### config.mk
export PLATFORM = sky130hd
export DESIGN_NAME = id_ex_skid_stage
export DESIGN_NICKNAME = d
export VERILOG_FILES = /design/src/rtl/id_ex_skid_stage.sv
export SDC_FILE = /design/constraint.sdc
export NUM_CORES = 1
export LEC_CHECK = 0
export BUFFER_PORTS_ARGS = -buffer_cell sky130_fd_sc_hd__buf_2
export CORE_MARGIN = 8
export CORE_UTILIZATION = 25
export CTS_BUF_LIST = sky130_fd_sc_hd__clkbuf_16
export DETAILED_ROUTE_END_ITERATION = 8
export PLACE_DENSITY = 0.56
export SYNTH_ARGS = -nofsm -noshare
export SYNTH_HDL_FRONTEND = slang
export SYNTH_SLANG_ARGS = --single-unit
### constraint.sdc
create_clock -name clk -period 7.9 [get_ports clk]
set_input_delay 1.58 -clock clk [delete_from_list [all_inputs] [get_ports clk]]
set_output_delay 1.58 -clock clk [all_outputs]
set_load 0.01 [all_outputs]
### src/rtl/id_ex_skid_stage.sv
// Decode->execute elastic register: 1-cycle latency, 1 entry/cycle streaming, 2-entry skid so in_ready
// is purely registered (!skid_valid) and never combinationally depends on out_ready or flush.
module id_ex_skid_stage #(
  parameter int DATA_W = 101,
  parameter int CTRL_W = 11,
  parameter int CNT_W  = 16
) (
  input  logic              clk,
  input  logic              rst,
  input  logic              flush,
  input  logic              in_valid,
  output logic              in_ready,
  input  logic [DATA_W-1:0] in_data,
  input  logic [CTRL_W-1:0] in_ctrl,
  output logic              out_valid,
  input  logic              out_ready,
  output logic [DATA_W-1:0] out_data,
  output logic [CTRL_W-1:0] out_ctrl,
  output logic [1:0]        occupancy,
  output logic [CNT_W-1:0]  stall_cnt
);

  typedef struct packed {
    logic [DATA_W-1:0] data;
    logic [CTRL_W-1:0] ctrl;
  } entry_t;

  logic             main_vld_q, main_vld_d;
  logic             skid_vld_q, skid_vld_d;
  entry_t           main_q, main_d;
  entry_t           skid_q, skid_d;
  logic [CNT_W-1:0] stall_cnt_q, stall_cnt_d;

  logic   in_fire;
  logic   out_fire;
  entry_t in_entry;

  assign in_entry = '{data: in_data, ctrl: in_ctrl};
  assign in_ready = !skid_vld_q;
  assign in_fire  = in_valid && in_ready;
  assign out_fire = main_vld_q && out_ready;

  always_comb begin
    main_vld_d  = main_vld_q;
    skid_vld_d  = skid_vld_q;
    main_d      = main_q;
    skid_d      = skid_q;
    stall_cnt_d = stall_cnt_q;

    if (!main_vld_q) begin
      if (in_fire) begin
        main_vld_d = 1'b1;
        main_d     = in_entry;
      end
    end else if (out_fire) begin
      // Skid is older than anything upstream, so it refills main first.
      if (skid_vld_q) begin
        main_d     = skid_q;
        skid_vld_d = 1'b0;
      end else if (in_fire) begin
        main_d     = in_entry;
      end else begin
        main_vld_d = 1'b0;
      end
    end else if (in_fire) begin
      skid_vld_d = 1'b1;
      skid_d     = in_entry;
    end

    // Payload registers may still load on flush; only the valid bits matter.
    if (flush) begin
      main_vld_d = 1'b0;
      skid_vld_d = 1'b0;
    end

    if (main_vld_q && !out_ready && (stall_cnt_q != {CNT_W{1'b1}})) begin
      stall_cnt_d = stall_cnt_q + CNT_W'(1);
    end
  end

  always_ff @(posedge clk or posedge rst) begin
    if (rst) begin
      main_vld_q  <= 1'b0;
      skid_vld_q  <= 1'b0;
      main_q      <= '0;
      skid_q      <= '0;
      stall_cnt_q <= '0;
    end else begin
      main_vld_q  <= main_vld_d;
      skid_vld_q  <= skid_vld_d;
      main_q      <= main_d;
      skid_q      <= skid_d;
      stall_cnt_q <= stall_cnt_d;
    end
  end

  assign out_valid = main_vld_q;
  assign out_data  = main_q.data;
  // Bubbles must never leak a stale regwrite/memwrite downstream.
  assign out_ctrl  = main_vld_q ? main_q.ctrl : '0;
  assign occupancy = {1'b0, main_vld_q} + {1'b0, skid_vld_q};
  assign stall_cnt = stall_cnt_q;

endmodule

# [Yosys cells after proc, flatten, opt, wreduce, memory -nomap -nowiden]
# Index checks and enable logic that the tools add are counted.
[op_classes] addsub=2 bitwise_logic=1 n_eq_ne=2 mux=14 n_reduce_logical=10
[op_table] cell="112-bit 2-to-1 mux" count=4
[op_table] cell="16-bit by 1-bit adder with 16-bit output (second input constant)" count=1
[op_table] cell="16-bit inequality test (second input constant)" count=1
[op_table] cell="11-bit 2-to-1 mux" count=1
[op_table] cell="1-bit 2-to-1 mux" count=9
[op_table] cell="1-bit logical AND" count=4
[op_table] cell="3-bit AND reduction" count=1
[op_table] cell="3-bit nonzero test" count=1
[op_table] cell="1-bit by 1-bit adder with 2-bit output" count=1
[op_table] cell="1-bit zero test" count=2
[op_table] cell="2-bit by 1-bit inequality test with 1-bit output (second input constant)" count=1
[op_table] cell="2-bit AND reduction" count=1
[op_table] cell="2-bit nonzero test" count=1
[op_table] cell="1-bit NOT" count=1
[word_totals] in_bits=117 output_inout_bits=132 ff_bits=242 elab_cells=36

# [Longest topological paths before layout]
[logic_depth] ltp_word=7 mapped_depth=7

# [Worst setup path after synthesis]
# Ideal clock, no wire load.
[synth_path] path_type="input port to flip-flop" start="input in_valid" end="register skid_q[0] in the netlist's numbering" n_path_buf=3 required_ns=7.775 setup_time_ns=0.125 stages=6 t_arrival_ns=2.645 setup_slack_ns=5.130 path_cell_list="nand2b_1 > buf_2 > nor2_1 > buf_2 > buf_2 > mux2_2"
[synth_via] elab_chain_len=2
[synth_lines] element="start, declared" line_no="11" text="input logic in_valid,"
[synth_lines] element="1-bit logical AND" line_no="40" text="assign in_fire = in_valid && in_ready;"
[synth_lines] element="3-bit AND reduction (no line)"
[synth_lines] element="end signal, assigned" line_no="92" text="skid_q <= skid_d;"
[synth_lines] element="end, declared" line_no="31" text="entry_t skid_q, skid_d;"
# Every way passes these cells.
# A chain may end at the register's enable or synchronous reset.

# [Worst setup path after layout]
[layout_path] start="register main_vld_q (netlist: out_valid)" end="output occupancy[0]"
[layout_via] elab_chain_len=1
[layout_lines] element="start, declared" line_no="28" text="logic main_vld_q, main_vld_d;"
[layout_lines] element="start signal, assigned" line_no="89" text="main_vld_q <= main_vld_d;"
[layout_lines] element="1-bit by 1-bit adder with 2-bit output" line_no="101" text="assign occupancy = {1'b0, main_vld_q} + {1'b0, skid_vld_q};"
[layout_lines] element="end, declared" line_no="19" text="output logic [1:0] occupancy,"
# Every way passes these cells.

==> impl_metrics.env <==
export IMPL_status="finished clean"
export IMPL_io_buffers=248
export IMPL_crit_required_ns=6.32
export IMPL_dp_hpwl_um=17700
export IMPL_start_util_pct=25.2
export IMPL_clk_pin_slew_worst_paths_ns=0.06
export IMPL_p_per_area_mw_per_mm2=283
export IMPL_p_comb_share_pct=17.8
export IMPL_critPathMaxStageDelay_ns=0.83
export IMPL_synth_seq_cells=242
export IMPL_crit_path_cell_trace="ha_1, buf_2"
export IMPL_synth_top_cell_area_share_pct=57.5
export IMPL_grt_pass1_wl_um=46000
export IMPL_antenna_found_initial=8
export IMPL_synth_edf_count=0
export IMPL_die_y_um=221
export IMPL_grt_pass1_vias=8076
export IMPL_synthCells=932
export IMPL_gp_congestion=0.718
export IMPL_tightest_slew_ns=0.987
export IMPL_cts_made_buffers=27
export IMPL_io_pins=249
export IMPL_final_hold_viol_count=0
export IMPL_rsz0062_at_grt="no"
export IMPL_wire_per_inst_um=17.7
export IMPL_finClkSkew_ns=0.00439
export IMPL_h_tree_depth=1
export IMPL_final_util_pct=29.7
export IMPL_rr_worst_depth=4
export IMPL_yosys_cell_count_top_type="dfrtp_1"
export IMPL_nNetsFinal=1172
export IMPL_holdPathStages=1
export IMPL_crit_path_end_kind="output pin"
export IMPL_grtUsageTotal_pct=11.4
export IMPL_drv_slew=0
export IMPL_critPathSlowestCell="dfrtp_1"
export IMPL_core_area_sq_mm=0.0418
export IMPL_switchingPower_mw=0.978
export IMPL_leakage_nw=5.44
export IMPL_seqPwrFrac_pct=47.4
export IMPL_ys_seq_area_share_pct=57.5
export IMPL_critical_path_arrival_ns=1.85
export IMPL_synth_area_top_cells="dfrtp_1 58%, mux2_2 12%, buf_4 7.2%, o22ai_1 6.7%, a21oi_1 5.5%"
export IMPL_area_growth_pct=17.8
export IMPL_postCtsHoldBufs=0
export IMPL_setup_tns_ns=0
export IMPL_overflow=0
export IMPL_period_share_pct=43.5
export IMPL_die_w_um=221
export IMPL_core_rowCount=75
export IMPL_postSynth_asyncResetShare_pct=100
export IMPL_switching_share_pct=27.8
export IMPL_wirelength_um=28600
export IMPL_dr_pass1_iters=4
export IMPL_drt_iter0_drc=492
export IMPL_pwr_share_clk_pct=34.8
export IMPL_yosys_top_cells_count="242 x dfrtp_1, 118 x nor2_1, 115 x a21oi_1, 114 x mux2_2, 112 x o22ai_1"
export IMPL_cts_tree="done"
export IMPL_critPathMaxFanout=18
export IMPL_grt_max_degree=133
export IMPL_synth_fp_nets=1051
export IMPL_period_needed_ns=3.43
export IMPL_slew_headroom_pct=34.2
export IMPL_die_area_sq_mm=0.0489
export IMPL_p_int_mw=2.53
export IMPL_ys_flop_type="dfrtp_1"
export IMPL_yosysWarnings=0
export IMPL_syn_mean_instance_area_sq_um=11.3
export IMPL_cts_sinks=242
export IMPL_ctsResizeCount=0
export IMPL_root_buffer="clkbuf_16"
export IMPL_crit_type="reg2out"
export IMPL_hp_class="reg2reg"
export IMPL_clockBufferDepth=3
export IMPL_post_cts_buffers=0
export IMPL_ant_nets=0
export IMPL_clk_latency_ns=0.54
export IMPL_synth_cell_type_count=31
export IMPL_setup_viol=0
export IMPL_max_vdd_ir_drop_uv=150
export IMPL_netlist_area_sq_mm=0.0105
export IMPL_max_cap_violations=0
export IMPL_vias_per_cell=4.61
export IMPL_cp_start_kind="flop"
export IMPL_vias=7454
export IMPL_max_freq_ghz=0.291
export IMPL_drive_gt1_share_pct=39.0
export IMPL_drcViolationCount=0
export IMPL_synth_top_area_cell="dfrtp_1"
## area by class of cell
class / count / area, sq um
clock inverters: 22 / 175
multi-input cells: 522 / 3480
inverters: 3 / 15.0
flip-flops and latches: 242 / 6060
clock buffers: 27 / 676
well taps: 539 / 674
fillers: 4318 / 29400
diodes: 4 / 10.0
repair buffers: 257 / 1320
## power by group through the flow
| stage | clock network (mW) | logic, mW | registers, mW |
|---|---|---|---|
| 6_report | 1.22 | 0.624 | 1.67 |
| 3_3_place_gp | 0 | 0.622 | 1.68 |
| 2_1_floorplan | 0 | 0.522 | 1.65 |
| 5_1_grt | 1.32 | 0.691 | 1.70 |
| 4_1_cts | 1.28 | 0.639 | 1.67 |
| 3_5_place_dp | 0 | 0.637 | 1.69 |
## path summary, 6_finish.rpt
kind                                 to  startpoint  slack [ns]
setup / recovery           occupancy[0]   out_valid        4.47
hold / removal                skid_q[7]   skid_q[7]        0.51
setup reg to reg             skid_q[27]   out_valid        4.97
hold reg to reg               skid_q[7]   skid_q[7]        0.51
max in group asynchronous   out_data[3]         rst        5.23
min in group asynchronous  out_data[28]         rst        1.21
## cell families (layout without fill, tap and decap cells)
kind of cell | count (synthesis) | after routing | synth area share, %
buffers and inverters | 168 | 309 | 9.84
AO/OA/AOI/OAI | 231 | 231 | 12.3
multiplexers | 115 | 115 | 12.3
other | 0 | 4 | 0
flip-flops | 242 | 242 | 57.5
adder cells (fa/ha/maj) | 2 | 2 | 0.238
AND/OR/NAND/NOR | 162 | 162 | 6.76
XOR/XNOR | 12 | 12 | 0.998
## critical path, delay by kind of cell, from the launching register on
family,cells,cell delay (ns)
fa+ha+maj,1,0.35
buf+inv,1,0.14
flops,1,0.83
## flip-flops by register name (all words and copies together), names as in the netlist
signal      count
stall_cnt      16
skid_q        112
out_data      101
skid_vld_q      1
main_q         11
out_valid       1
## per-layer routing
layer  vias up  GRT usage (%)  routed length (um)
li1       3437              -                   -
met1      3765           13.9               12400
met2       199           18.7               13200
met3        45           4.48                2380
met4         8           2.95                 601
met5         -              0                  48
## cell usage in the layout (no fill, tap or decap)
| cell type | Yosys | routed |
|---|---|---|
| nor2b_1 | 1 | 1 |
| a211oi_1 | 1 | 1 |
| nand3_1 | 6 | 6 |
| nor3_2 | 1 | 1 |
| diode_2 | 0 | 4 |
| bufinv_16 | 0 | 3 |
| a21oi_1 | 115 | 114 |
| and2_1 | 12 | 12 |
| clkbuf_16 | 0 | 27 |
| buf_4 | 101 | 8 |
| clkinvlp_4 | 0 | 2 |
| clkinv_2 | 0 | 8 |
| nand2_4 | 0 | 1 |
| nor4_1 | 2 | 2 |
| nor3_1 | 2 | 2 |
| nor2_4 | 0 | 1 |
| buf_12 | 0 | 1 |
| or4_1 | 1 | 1 |
| nand4_1 | 8 | 8 |
| a21oi_4 | 0 | 1 |
| inv_1 | 3 | 5 |
| nor2_1 | 118 | 117 |
| nand4_2 | 1 | 1 |
| or3_1 | 1 | 1 |
| o22ai_1 | 112 | 112 |
| mux2_1 | 1 | 1 |
| nand2b_4 | 0 | 2 |
| xnor2_1 | 8 | 8 |
| ha_1 | 2 | 2 |
| and3_4 | 1 | 1 |
| buf_2 | 21 | 248 |
| dfrtp_1 | 242 | 242 |
| xor2_1 | 4 | 4 |
| and3_1 | 1 | 1 |
| a31oi_1 | 1 | 1 |
| mux2_2 | 114 | 114 |
| clkinv_1 | 0 | 7 |
| o21ai_0 | 2 | 2 |
| nand2_1 | 5 | 4 |
## stage by stage
step | power [mW] | std cells | hold WS, ns | setup WS [ns] | area (sq um)
floorplan | 2.17 | 932 | 0.481 | 3.14 | 10500
global placement | 2.30 | 1563 | 0.490 | 4.07 | 11500
detailed placement | 2.32 | 1563 | 0.496 | 4.10 | 11500
CTS | 3.59 | 1612 | 0.510 | 4.38 | 12400
global route | 3.71 | 1616 | 0.518 | 4.33 | 12400
finish | 3.51 | 1616 | 0.507 | 4.47 | 12400
No activity file was read; power rests on OpenSTA's default activity.
